### config.mk
export PLATFORM = sky130hd
export DESIGN_NAME = graph_loader
export DESIGN_NICKNAME = d
export VERILOG_FILES = /design/src/rtl/graph_loader.sv
export SDC_FILE = /design/constraint.sdc
export NUM_CORES = 1
export LEC_CHECK = 0
export BUFFER_PORTS_ARGS = -buffer_cell sky130_fd_sc_hd__buf_2
export CORE_MARGIN = 8
export CORE_UTILIZATION = 40
export CTS_CLUSTER_SIZE = 12
export DETAILED_ROUTE_END_ITERATION = 12
export MAX_ROUTING_LAYER = met4
export PLACE_DENSITY = 0.67
export SETUP_SLACK_MARGIN = 0.1
export SLEW_MARGIN = 20
export SYNTH_ARGS = -nofsm -noshare
export SYNTH_HDL_FRONTEND = slang
export SYNTH_SLANG_ARGS = --single-unit
### constraint.sdc
create_clock -name clk -period 3.6 [get_ports clk]
set_input_delay 0.18 -clock clk [delete_from_list [all_inputs] [get_ports clk]]
set_output_delay 0.18 -clock clk [all_outputs]
set_load 0.01 [all_outputs]
### src/rtl/graph_loader.sv
// Graph loader: collects directed edges into an N x N adjacency bitmap and
// derives per-node 1/outdegree weights with a serial restoring divider.
// Optional macro GRAPH_LOADER_SELF_LOOP_EN: keep src==dst edges instead of dropping them.
module graph_loader #(
  parameter int N     = 4,
  parameter int WIDTH = 16,
  localparam int IDXW = $clog2(N)
) (
  input  logic                 clk,
  input  logic                 reset,
  input  logic                 start,
  input  logic                 edge_valid,
  output logic                 edge_ready,
  input  logic [IDXW-1:0]      edge_src,
  input  logic [IDXW-1:0]      edge_dst,
  input  logic                 edge_last,
  output logic [N*N-1:0]       adjacency,
  output logic [N*WIDTH-1:0]   weights,
  output logic                 busy,
  output logic                 done
);

  localparam int DW        = IDXW + 1;            // holds outdegree 0..N
  localparam int SW        = $clog2(WIDTH + 2);
  localparam int LAST_STEP = WIDTH + 1;

  typedef enum logic [1:0] {S_IDLE, S_LOAD, S_WEIGHT, S_DONE} state_t;

  state_t                       state_q, state_d;
  logic [N-1:0][N-1:0]          adj_q, adj_d;     // [dst][src]
  logic [N-1:0][WIDTH-1:0]      wts_q, wts_d;
  logic [IDXW-1:0]              node_q, node_d;
  logic [SW-1:0]                step_q, step_d;
  logic [DW-1:0]                deg_q, deg_d;
  logic [DW-1:0]                rem_q, rem_d;
  logic [WIDTH-1:0]             quo_q, quo_d;

  logic [DW-1:0]                col_deg;
  logic [DW:0]                  sh;
  logic                         fits;
  logic [WIDTH:0]               quo_full;
  logic [WIDTH-1:0]             weight;
  logic                         self_ok;

  // Column k of the bitmap lists the destinations of node k's out-edges.
  always_comb begin
    col_deg = '0;
    for (int p = 0; p < N; p++)
      col_deg = col_deg + DW'(adj_q[p][node_q]);
  end

  // The dividend 2^WIDTH has a single 1 at its MSB, fed in on the first divide step.
  always_comb begin
    sh       = {rem_q, step_q == SW'(1)};
    fits     = sh >= {1'b0, deg_q};
    quo_full = {quo_q, fits};
    if (deg_q == '0)
      weight = '0;
    else if (quo_full[WIDTH])
      weight = '1;   // only outdegree 1 overflows: saturate just below 1.0
    else
      weight = quo_full[WIDTH-1:0];
  end

  always_comb begin
`ifdef GRAPH_LOADER_SELF_LOOP_EN
    self_ok = 1'b1;
`else
    self_ok = (edge_src != edge_dst);
`endif
  end

  always_comb begin
    state_d = state_q;
    adj_d   = adj_q;
    wts_d   = wts_q;
    node_d  = node_q;
    step_d  = step_q;
    deg_d   = deg_q;
    rem_d   = rem_q;
    quo_d   = quo_q;
    case (state_q)
      S_IDLE, S_DONE: begin
        if (start) begin
          state_d = S_LOAD;
          adj_d   = '0;
          wts_d   = '0;
          node_d  = '0;
          step_d  = '0;
        end
      end
      S_LOAD: begin
        if (edge_valid) begin
          if (self_ok)
            adj_d[edge_dst][edge_src] = 1'b1;
          if (edge_last)
            state_d = S_WEIGHT;
        end
      end
      S_WEIGHT: begin
        if (step_q == '0) begin
          deg_d  = col_deg;
          rem_d  = '0;
          quo_d  = '0;
          step_d = SW'(1);
        end else begin
          rem_d = fits ? DW'(sh - {1'b0, deg_q}) : sh[DW-1:0];
          quo_d = quo_full[WIDTH-1:0];
          if (step_q == SW'(LAST_STEP)) begin
            step_d        = '0;
            wts_d[node_q] = weight;
            if (node_q == IDXW'(N-1)) begin
              state_d = S_DONE;
              node_d  = '0;
            end else begin
              node_d = node_q + IDXW'(1);
            end
          end else begin
            step_d = step_q + SW'(1);
          end
        end
      end
      default: state_d = S_IDLE;
    endcase
  end

  always_ff @(posedge clk or posedge reset) begin
    if (reset) begin
      state_q <= S_IDLE;
      adj_q   <= '0;
      wts_q   <= '0;
      node_q  <= '0;
      step_q  <= '0;
      deg_q   <= '0;
      rem_q   <= '0;
      quo_q   <= '0;
    end else begin
      state_q <= state_d;
      adj_q   <= adj_d;
      wts_q   <= wts_d;
      node_q  <= node_d;
      step_q  <= step_d;
      deg_q   <= deg_d;
      rem_q   <= rem_d;
      quo_q   <= quo_d;
    end
  end

  assign adjacency  = adj_q;
  assign weights    = wts_q;
  assign edge_ready = (state_q == S_LOAD);
  assign busy       = (state_q == S_LOAD) || (state_q == S_WEIGHT);
  assign done       = (state_q == S_DONE);

endmodule

# Word-level counts from Yosys, hierarchy flattened
# Cells that the tools add are included.
[totals] word_cells=101 regBits=111 input_bits=9
[op_classes] reduce_logical=15 n_addsub=6 muxes=44 bitwise_logic=1 order_cmp=7 n_eq_ne=14
[op_table] operator="$mux W64" count=3
[op_table] operator="$pmux W64 S2" count=1
[op_table] operator="$mux W16" count=7
[op_table] operator="$bwmux W64" count=1
[op_table] operator="$demux W16 S2" count=1
[op_table] operator="$pmux W16 S2" count=1
[op_table] operator="$mux W2" count=10
[op_table] operator="$or A16 B16 Y16" count=1
[op_table] operator="$mux W5" count=3
[op_table] operator="$ne A2 B2 Y1 const B" count=5
[op_table] operator="$pmux W5 S2" count=1
[op_table] operator="$lt A2 B3 Y1 const B" count=3
[op_table] operator="$bmux W1 S2" count=4
[op_table] operator="$demux W4 S2" count=1
[op_table] operator="$reduce_and A4 Y1" count=2
[op_table] operator="$eq A2 B2 Y1 const B" count=3
[op_table] operator="$ge A2 B1 Y1 const B" count=3
[op_table] operator="$mux W3" count=2
[op_table] operator="$pmux W2 S3" count=1
[op_table] operator="$reduce_and A6 Y1" count=1
[op_table] operator="$add A5 B1 Y5 const B" count=1
[op_table] operator="$eq A5 B1 Y1 const B" count=1
[op_table] operator="$eq A5 B5 Y1 const B" count=1
[op_table] operator="$logic_not A5 Y1" count=1
[op_table] operator="20 further kinds" count=29

# Logic depth before layout (Yosys ltp)
# Gate-level depths: netlist of the first run.
[logic_depth] ltp_word=10 ltp_mapped=10

# Least setup slack after synthesis of the first run
# No wires, ideal clock.
[synth_path] kind="register to register" start="register node_q[0]" end="register deg_q[1]" slack_ns=1.116 path_stages_with_launch=7 arrival_time_ns=2.359 path_cell_list="dfrtp_1 clkbuf_1 mux4_2 fa_1 ha_1 ha_1 mux2_2"
[synth_via] elab_chain_len=5 elab_cells_between_ends=11 cone_classes="add/sub: 3; mux: 8"
[synth_rtl] element="from (decl)" line="32" source="logic [IDXW-1:0] node_q, node_d;"
[synth_rtl] element="from (signal assigned)" line="141" source="node_q <= node_d;"
[synth_rtl] element="$bmux W1 S2" line="49" source="col_deg = col_deg + DW'(adj_q[p][node_q]);"
[synth_rtl] element="$mux W1 (not written as such)" line="49"
[synth_rtl] element="$add A1 B1 Y2" line="49"
[synth_rtl] element="$add A2 B1 Y3" line="49"
[synth_rtl] element="$add A3 B1 Y3 *" line="49"
[synth_rtl] element="named net col_deg[1]" line="38" source="logic [DW-1:0] col_deg;"
[synth_rtl] element="to (signal assigned)" line="143" source="deg_q <= deg_d;"
[synth_rtl] element="to (decl)" line="34" source="logic [DW-1:0] deg_q, deg_d;"
# Mark *: on every way through the listed nets, which the timed path passes. The rest lies on a longest branch. The select of a mux whose other input is x is not followed.
# A chain may end at the register's enable or synchronous reset.

# Worst setup path in the final report of the first run
[layout_path] start="register step_q[1]" end="register wts_q (netlist bit weights[32])"
[layout_via] elab_chain_len=8 elab_cells_between_ends=13 cone_classes="order compare: 1; eq/ne: 4; mux: 6; reduce/logical: 2"
[layout_rtl] element="from (decl)" line="33" source="logic [SW-1:0] step_q, step_d;"
[layout_rtl] element="from (signal assigned)" line="142" source="step_q <= step_d;"
[layout_rtl] element="$eq A5 B1 Y1" line="54" source="sh = {rem_q, step_q == SW'(1)};"
[layout_rtl] element="$ge A4 B3 Y1" line="55" source="fits = sh >= {1'b0, deg_q};"
[layout_rtl] element="$mux W16" line="59" source="else if (quo_full[WIDTH])"
[layout_rtl] element="$mux W16" line="57" source="if (deg_q == '0)"
[layout_rtl] element="$bwmux W64" line="111" source="wts_d[node_q] = weight;"
[layout_rtl] element="$mux W64" line="109" source="if (step_q == SW'(LAST_STEP)) begin"
[layout_rtl] element="$mux W64" line="101" source="if (step_q == '0) begin"
[layout_rtl] element="$pmux W64 S2" line="82" source="case (state_q)"
[layout_rtl] element="to (signal assigned)" line="140" source="wts_q <= wts_d;"
[layout_rtl] element="to (decl)" line="31" source="logic [N-1:0][WIDTH-1:0] wts_q, wts_d;"
# Parallel ways exist; a longest one is shown, timed or not. The select of a mux whose other input is x is not followed.

==> results.txt, run 1 <==
The normalized max-slew margin is 0.4163. The cell count after synthesis is 403. The tools report the count of different cell masters after synthesis as 51. The internal power was 0.002213 W; the area of combinational cells with multiple inputs was 1866 µm².

The number of sinks driven by the clock tree came out at 111. The relative contribution of the clock network to total power was 0.306. The part of the cycle the worst path needs was 0.7001. The tools report the cell at the root of the clock tree as clkbuf_16. The largest incremental delay on the critical path is 0.43 ns, and the average wire per standard cell is 18.97 µm. The maximum clock path buffer count is 2, and the internal reg-to-reg setup slack is 1.08 ns.

The tools report the end of the worst register-to-register path as weights[32]. Across the whole layout, storage elements account for 2778 µm². The arrival time of the worst setup path came out at 2.81 ns. The dominant synthesized flop cell was dfrtp_1. The leftover overflow at the end of global routing is 0. The tools report the element type at the critical path start as a register. Adding up every negative setup slack in the final design gives 0 ns.

The proportion of netlist area held by the largest area contributor came out at 0.5633. The number of enable flip-flop cells after synthesis works out to 0. For the final database, setup skew stands at 0.01243 ns. The standard cell with the maximum stage delay on the critical path was dfrtp_1. The number of port buffers is 91, and the maximum level of the CTS H-tree is 3. The final reports fail on hold timing. The worst hold path belongs to the class in2async. Final routed wirelength across all metal layers: 12.07 mm. In the layout the commonest cells are dfrtp_1, buf_2, o2bb2ai_1. The peak supply drop was 0.5194 mV; the highest attainable clock frequency was 0.3968 GHz.

Dividing the detail-routed via count by the number of cells gives 5.547. The aggregate global-route resource usage is 0.1590. After the last flow step, the layout net total stands at 511. The final RePlAce weighted congestion is 0.8624. Starting density of the core: 0.4105. For the part of the total power dissipated in combinational logic, the log shows 0.287. For this block, the initial DRC count from the detailed router was 284. Chip width: 127.0 µm.

The tools report the detailed-routing iteration count for the pre-antenna-repair pass as 4. The first global-routing pass estimated 19.87 mm of wire. The number of remaining DRC errors was 0.

The clock insertion delay at the later pin of the skew report was 0.35 ns. The hold slack is -0.03092 ns, and the maximum fanout along the worst path is 5. The register clock-pin slew on the reported worst setup and hold paths was 0.07 ns.

At the worst endpoint, the required time is 3.89 ns. The synthesized netlist occupies a cell area of 4931 µm². The detailed-route via count is 3,528, and the ratio of cells with drive above 1 in the final layout is 0.2658. Post-CTS timing repair inserted 0 buffers for setup. The count of non-filler cells in the finished layout came out at 636. Category of the most critical setup path: reg2reg. In this run the core area contains 40 standard-cell rows.

The critical path capture point type is a register. The flow ran to the end, but the final reports show violations. The tools report the number of antenna violations at the first check in global routing as 0. The die covers 16,140 µm².

The count of nets left with antenna violations once routing finished came out at 0. The tools report the antenna diode instance count as 0. Switching power: 0.001252 W. The die is 127.0 µm tall. Pin placement for this block handled 92 I/O pins. Walking the worst path, the cells encountered are inv_1 > ha_1 > nand3b_1 > ha_1 > fa_1 > nand2b_1 > and3_1 > a21boi_1 > a32o_1.

The switching share of power came out at 0.3613. The count of pins over their slew limit came out at 0. After synthesis, the cell types taking the most area are dfrtp_1, o2bb2ai_1, ha_1. For the pin with the worst max-slew slack, the measured transition is 0.8663 ns. The number of global-route vias before repair is 3,644, and the number of setup violations in the final report is 0. For this design, the CTS-stage hold fixing added 0 buffers.

The number of hold violations in the final report is 37. The largest total area in the synthesized netlist belongs to dfrtp_1. The total of flip-flops plus latches after synthesis is 111. The logs give 430 for the number of nets produced by synthesis and 0 for the Yosys warning count.

TritonCTS built the clock tree. The smallest clock period supported by the final layout is computed as 2.520 ns. Tracing the worst setup path back leads to its startpoint at step_q[1]. Endpoint of the worst setup timing path: weights[32].

The worst register-to-register path begins at step_q[1]. The total of cells resized after clock tree synthesis is 0. In this run, placement finished with an instance count of 620. In this run the mean area of a mapped cell was 12.24 µm². The run gives 9 as the number of buffers added by the clock tree synthesis step. Area overhead of the layout relative to synthesis: 16.87%.

The wire-length estimate of the detail-placed layout is 8.440 mm. For the maximum number of pins on one net before global-route repair, the log shows 65. After filler insertion, the fill cell instance count of the layout stands at 1,069. The tools report the total of max-cap violations as 0. The cell type with the highest occurrence count on the critical path was ha_1. The floorplan step defined a core boundary enclosing 12,010 µm².

The share of flip-flops with an asynchronous set or reset was 1.000; the power per standard cell area was 601.2 nW/µm². Setup repair after global routing left no endpoint under its margin. The part of the Yosys area used for sequential elements was 0.5633; the portion of total power attributed to sequential cells was 0.407.

The leakage power summed over all cells came out at 2.851 nW. Most common library cell in the layout ignoring fill and taps: dfrtp_1. Number of cell instances on the worst register-to-register path: 9. The area of all placed cells without fillers is 5763 µm².

For the placed instance area, the log shows 5439 µm².
-- critical path: cells and delay by family (launching register included) --
family                   cells  cell delay (ns)
AO/OA/AOI/OAI                2             0.60
adder cells (fa/ha/maj)      3             0.81
buffers and inverters        1             0.09
flip-flops                   1             0.43
AND/OR/NAND/NOR              3             0.54
-- through the flow --
| stage | power [W] | util | worst slack, ns |
|---|---|---|---|
| global route | 0.003668 | 0.4798 | 0.9270 |
| detailed placement | 0.002426 | 0.4528 | 1.124 |
| finish | 0.003465 | 0.4798 | 1.080 |
| floorplan | 0.002162 | - | 0.4893 |
| CTS | 0.003496 | 0.4798 | 1.105 |
| global placement | 0.002400 | 0.4528 | 1.205 |
-- power groups by stage --
stage / Clock, W / Combinational, W / Sequential, W
2_1_floorplan: 0 / 0.000734 / 0.00143
3_3_place_gp: 0 / 0.000972 / 0.00143
3_5_place_dp: 0 / 0.000994 / 0.00143
4_1_cts: 0.00109 / 0.00100 / 0.00141
5_1_grt: 0.00113 / 0.00111 / 0.00142
6_report: 0.00106 / 0.000996 / 0.00141
-- synth_stat cells, drive strengths merged (3+ instances only) --
master,n
dfrtp,111
clkbuf,10
and3,3
nor3b,3
a32o,7
o22ai,3
mux2,5
a22o,11
o2bb2ai,60
inv,33
nand3b,3
nor2b,3
buf,15
ha,16
o21ai,35
nand3,20
mux2i,3
mux4,4
a21o,5
and2,5
nor2,6
nand2,17
-- metal layers --
| layer | wire, µm | global-route usage | vias up |
|---|---|---|---|
| met5 | 0 | - | - |
| met4 | 106 | 0.06368 | 0 |
| met3 | 655 | 0.03577 | 8 |
| met2 | 5734 | 0.2334 | 100 |
| met1 | 5568 | 0.2099 | 1778 |
| li1 | - | - | 1642 |
-- final cells by class --
type	instances	share of cell area
Sequential cell	111	0.4820
Tap cell	147	0.03191
Clock buffer	9	0.03908
Clock inverter	7	0.01715
Inverter	33	0.02193
Multi-Input combinational cell	234	0.3237
Timing Repair Buffer	95	0.08424
-- worst min-delay path by stage --
stage	start	end	slack, ns
after floorplan	edge_src[0]	adjacency[13]	0.34
after global placement	reset	step_q[0]	0.38
after detailed placement	reset	weights[14]	0.38
after CTS	reset	weights[14]	0.003
after global routing	reset	weights[62]	0.05
final	reset	weights[14]	-0.03
-- flip-flops by register name (all words and copies together), names as in the netlist --
name,flops
step_q,5
node_q,2
quo_q,16
rem_q,3
state_q,2
weights,64
deg_q,3
adjacency,16
-- kinds of logic after synthesis --
kind of cell	Yosys count	share of synthesized area
and+or+nand+nor	71	0.08475
buffers and inverters	58	0.05836
AOI/OAI and AO/OA	133	0.2091
adders and majority gates	18	0.04872
muxes	12	0.03578
DFF	111	0.5633
Note: power is estimated with default switching activity, not from simulation.
==> run 2, diff against run 1 <==
Clock period 3.6 ns to 2.44 ns, I/O delays scaled along.
==> run 2 against run 1 <==
Setup slack lost 0.90 ns; utilization rose by 1.1 points; the run now ends clean; sequential power up 47%; final cell count rose by 2.4%; largest cell class unchanged; global-route usage hardly changed; critical endpoint is now deg_q[1]; maximum frequency up 12%.
==> results.txt, run 2 (synthesis results as in run 1) <==
The layout has 1,087 filler cells. The total of max-cap violations is 0, and the internal power is 0.003379 W. After detailed routing, the average wire length per cell comes to 18.85 µm. Power per standard cell area: 891.6 nW/µm². Critical register-to-register path startpoint: node_q[1].

The relative contribution of the clock network to total power came out at 0.297. The first global-routing pass estimated 19.95 mm of wire. Setup violations remaining at the end of the flow were counted as 0. Clock latency on the worst-skew pair, taken at its later pin, is 0.36 ns. The switching share of power came out at 0.3575. The ratio of cells with drive above 1 in the final layout is 0.2937. The library cells used most frequently in the layout, excluding fill and tap cells, are dfrtp_1, buf_2, o2bb2ai_1.

92 I/O pins were placed. The run finished with clean final reports. Clock-pin slew was measured on the worst setup and hold paths at 0.08 ns. Summing all placed instances gives a cell area of 5550 µm². The final RePlAce weighted congestion was 0.9003. Part of the total power dissipated in combinational logic: 0.309. The worst setup path is of the reg2reg kind. After detailed routing, the number of remaining DRC violations is 0. Number of antenna violations at the first check in global routing: 0.

The residual antenna-violating net count after detailed routing came out at 0. Of all nets on the critical path, the largest fanout is 3. The run gives 5899 µm² as the area of all placed cells without fillers. For the detailed router's first-iteration violation count, the log shows 253. The aggregate global-route resource usage is 0.1591. The tools report the worst setup path startpoint as node_q[1]. At the pin with the least slew margin, the transition time is 0.6831 ns.

For the switching power, the log shows 0.001881 W. The routed design has 12.27 mm of wire. Summed over all nets, the half-perimeter wirelength after detailed placement is 8.597 mm. Entering global routing, the biggest net connects 56 pins. The most common library cell in the layout ignoring fill and taps is dfrtp_1. The tightest min-delay check is of the in2reg type.

The logs give 0 for the number of hold violations in the final report and 9 for the number of buffers added by the clock tree synthesis step. The area growth from synthesis to layout is 19.64%. Setup repair after global routing left no endpoint under its margin. The number of port buffers came out at 91. The tools report the portion of total power attributed to sequential cells as 0.394. The logs give 0 ns for the total negative slack and 2.922 nW for the leakage power summed over all cells. The post-layout worst setup margin came out at 0.1845 ns. The worst setup path is launched from a register.

The starting density of the core is 0.4105, and the maximum level of the CTS H-tree is 3. The repair_antennas step left the layout with diodes totalling 0. Summing all multi-input logic gate instances after layout gives 1877 µm². The smallest clock period supported by the final layout is computed as 2.256 ns. After detailed routing, the number of vias per cell comes to 5.590. The floorplan step set the die height to 127.0 µm. The run gives 2 as the maximum clock path buffer count. The number of rows in the core area was 40. TritonCTS built the clock tree.

STA classifies the critical path endpoint as a register. The count of pins over their slew limit came out at 0. Number of sinks driven by the clock tree: 111.

The logs give 3,743 for the number of global-route vias before repair and 12,010 µm² for the placeable core region. The logs give 526 for the final-stage net count and 0 for the leftover overflow at the end of global routing. The detailed-routing iteration count for the pre-antenna-repair pass came out at 4. The tools report the pre-CTS worst setup slack as 0.1059 ns. The cell at the root of the clock tree is clkbuf_16.

For the final database, setup skew stands at 0.01378 ns. The normalized max-slew margin came out at 0.5398. The tools report the full die area as 16,140 µm². The sequential standard cell area is 2780 µm², and the part of the cycle the worst path needs is 0.9244. The run gives 3,639 as the detailed-route via count.

Highest attainable clock frequency: 0.4434 GHz. Data on the critical path is required at its endpoint by 2.69 ns. Measured along the x axis, the die boundary spans 127.0 µm.

The register with the most flip-flops in the layout has 64 of them. Data arrives at the worst endpoint at 2.51 ns. In this run the most critical hold path is launched from edge_src[0].

The worst-case IR drop observed on VDD is 0.8416 mV.
==> run 2: stage by stage <==
step                      total power [W]  std cells  hold slack, ns  utilization
after floorplan                  0.003191        403          0.2837            -
after global placement           0.003644        633          0.2036       0.4621
after detailed placement         0.003709        633          0.2029       0.4621
after CTS                        0.005281        651         0.05846       0.4903
after global routing             0.005537        651         0.07229       0.4911
final                            0.005260        651         0.06374       0.4911
==> run 2: worst paths after layout <==
check	slack [ns]	to	depth (start not counted)
max	0.18	deg_q[1]	5
max reg2reg	0.18	deg_q[1]	5
min in group asynchronous	0.36	quo_q[9]	3
min	0.06	adjacency[7]	2
min reg2reg	0.49	weights[50]	1
max in group asynchronous	1.44	weights[22]	4
==> run 2: cell type report <==
class | instances | area share
clock inverter | 6 | 0.01506
timing repair buffer | 110 | 0.1039
multi-input combinational | 234 | 0.3181
sequential | 111 | 0.4713
clock buffer | 10 | 0.03881
inverter | 33 | 0.02163
tap | 147 | 0.03118
==> run 2: timing repair <==
item | 4_1_cts | 5_1_grt
hold endpoints to repair | 20 | 0
setup endpoints to repair | 4 | 5
hold buffers | 1 | 0
buffers inserted | 1 | 0
gates resized for setup | 2 | 4
==> run 2: power groups by stage <==
| stage | logic, W | clock network, W | registers [W] |
|---|---|---|---|
| final | 0.00162 | 0.00156 | 0.00207 |
| after floorplan | 0.00108 | 0 | 0.00211 |
| after global placement | 0.00154 | 0 | 0.00210 |
| after global routing | 0.00179 | 0.00165 | 0.00209 |
| after detailed placement | 0.00160 | 0 | 0.00211 |
| after CTS | 0.00161 | 0.00160 | 0.00207 |
==> run 2: critical path: stages (launching register included) <==
cell and delay, ns:
dfrtp_2 0.41, mux4_2 0.53, fa_1 0.48, ha_1 0.21
ha_1 0.26, mux2_2 0.25
==> run 2: per-layer routing <==
metal	wire, µm	share of wire	global-route usage
met1	5568	0.45	0.2027
met2	5787	0.47	0.2447
met3	699	0.057	0.03661
met4	216	0.018	0.05738
met5	0	0	-
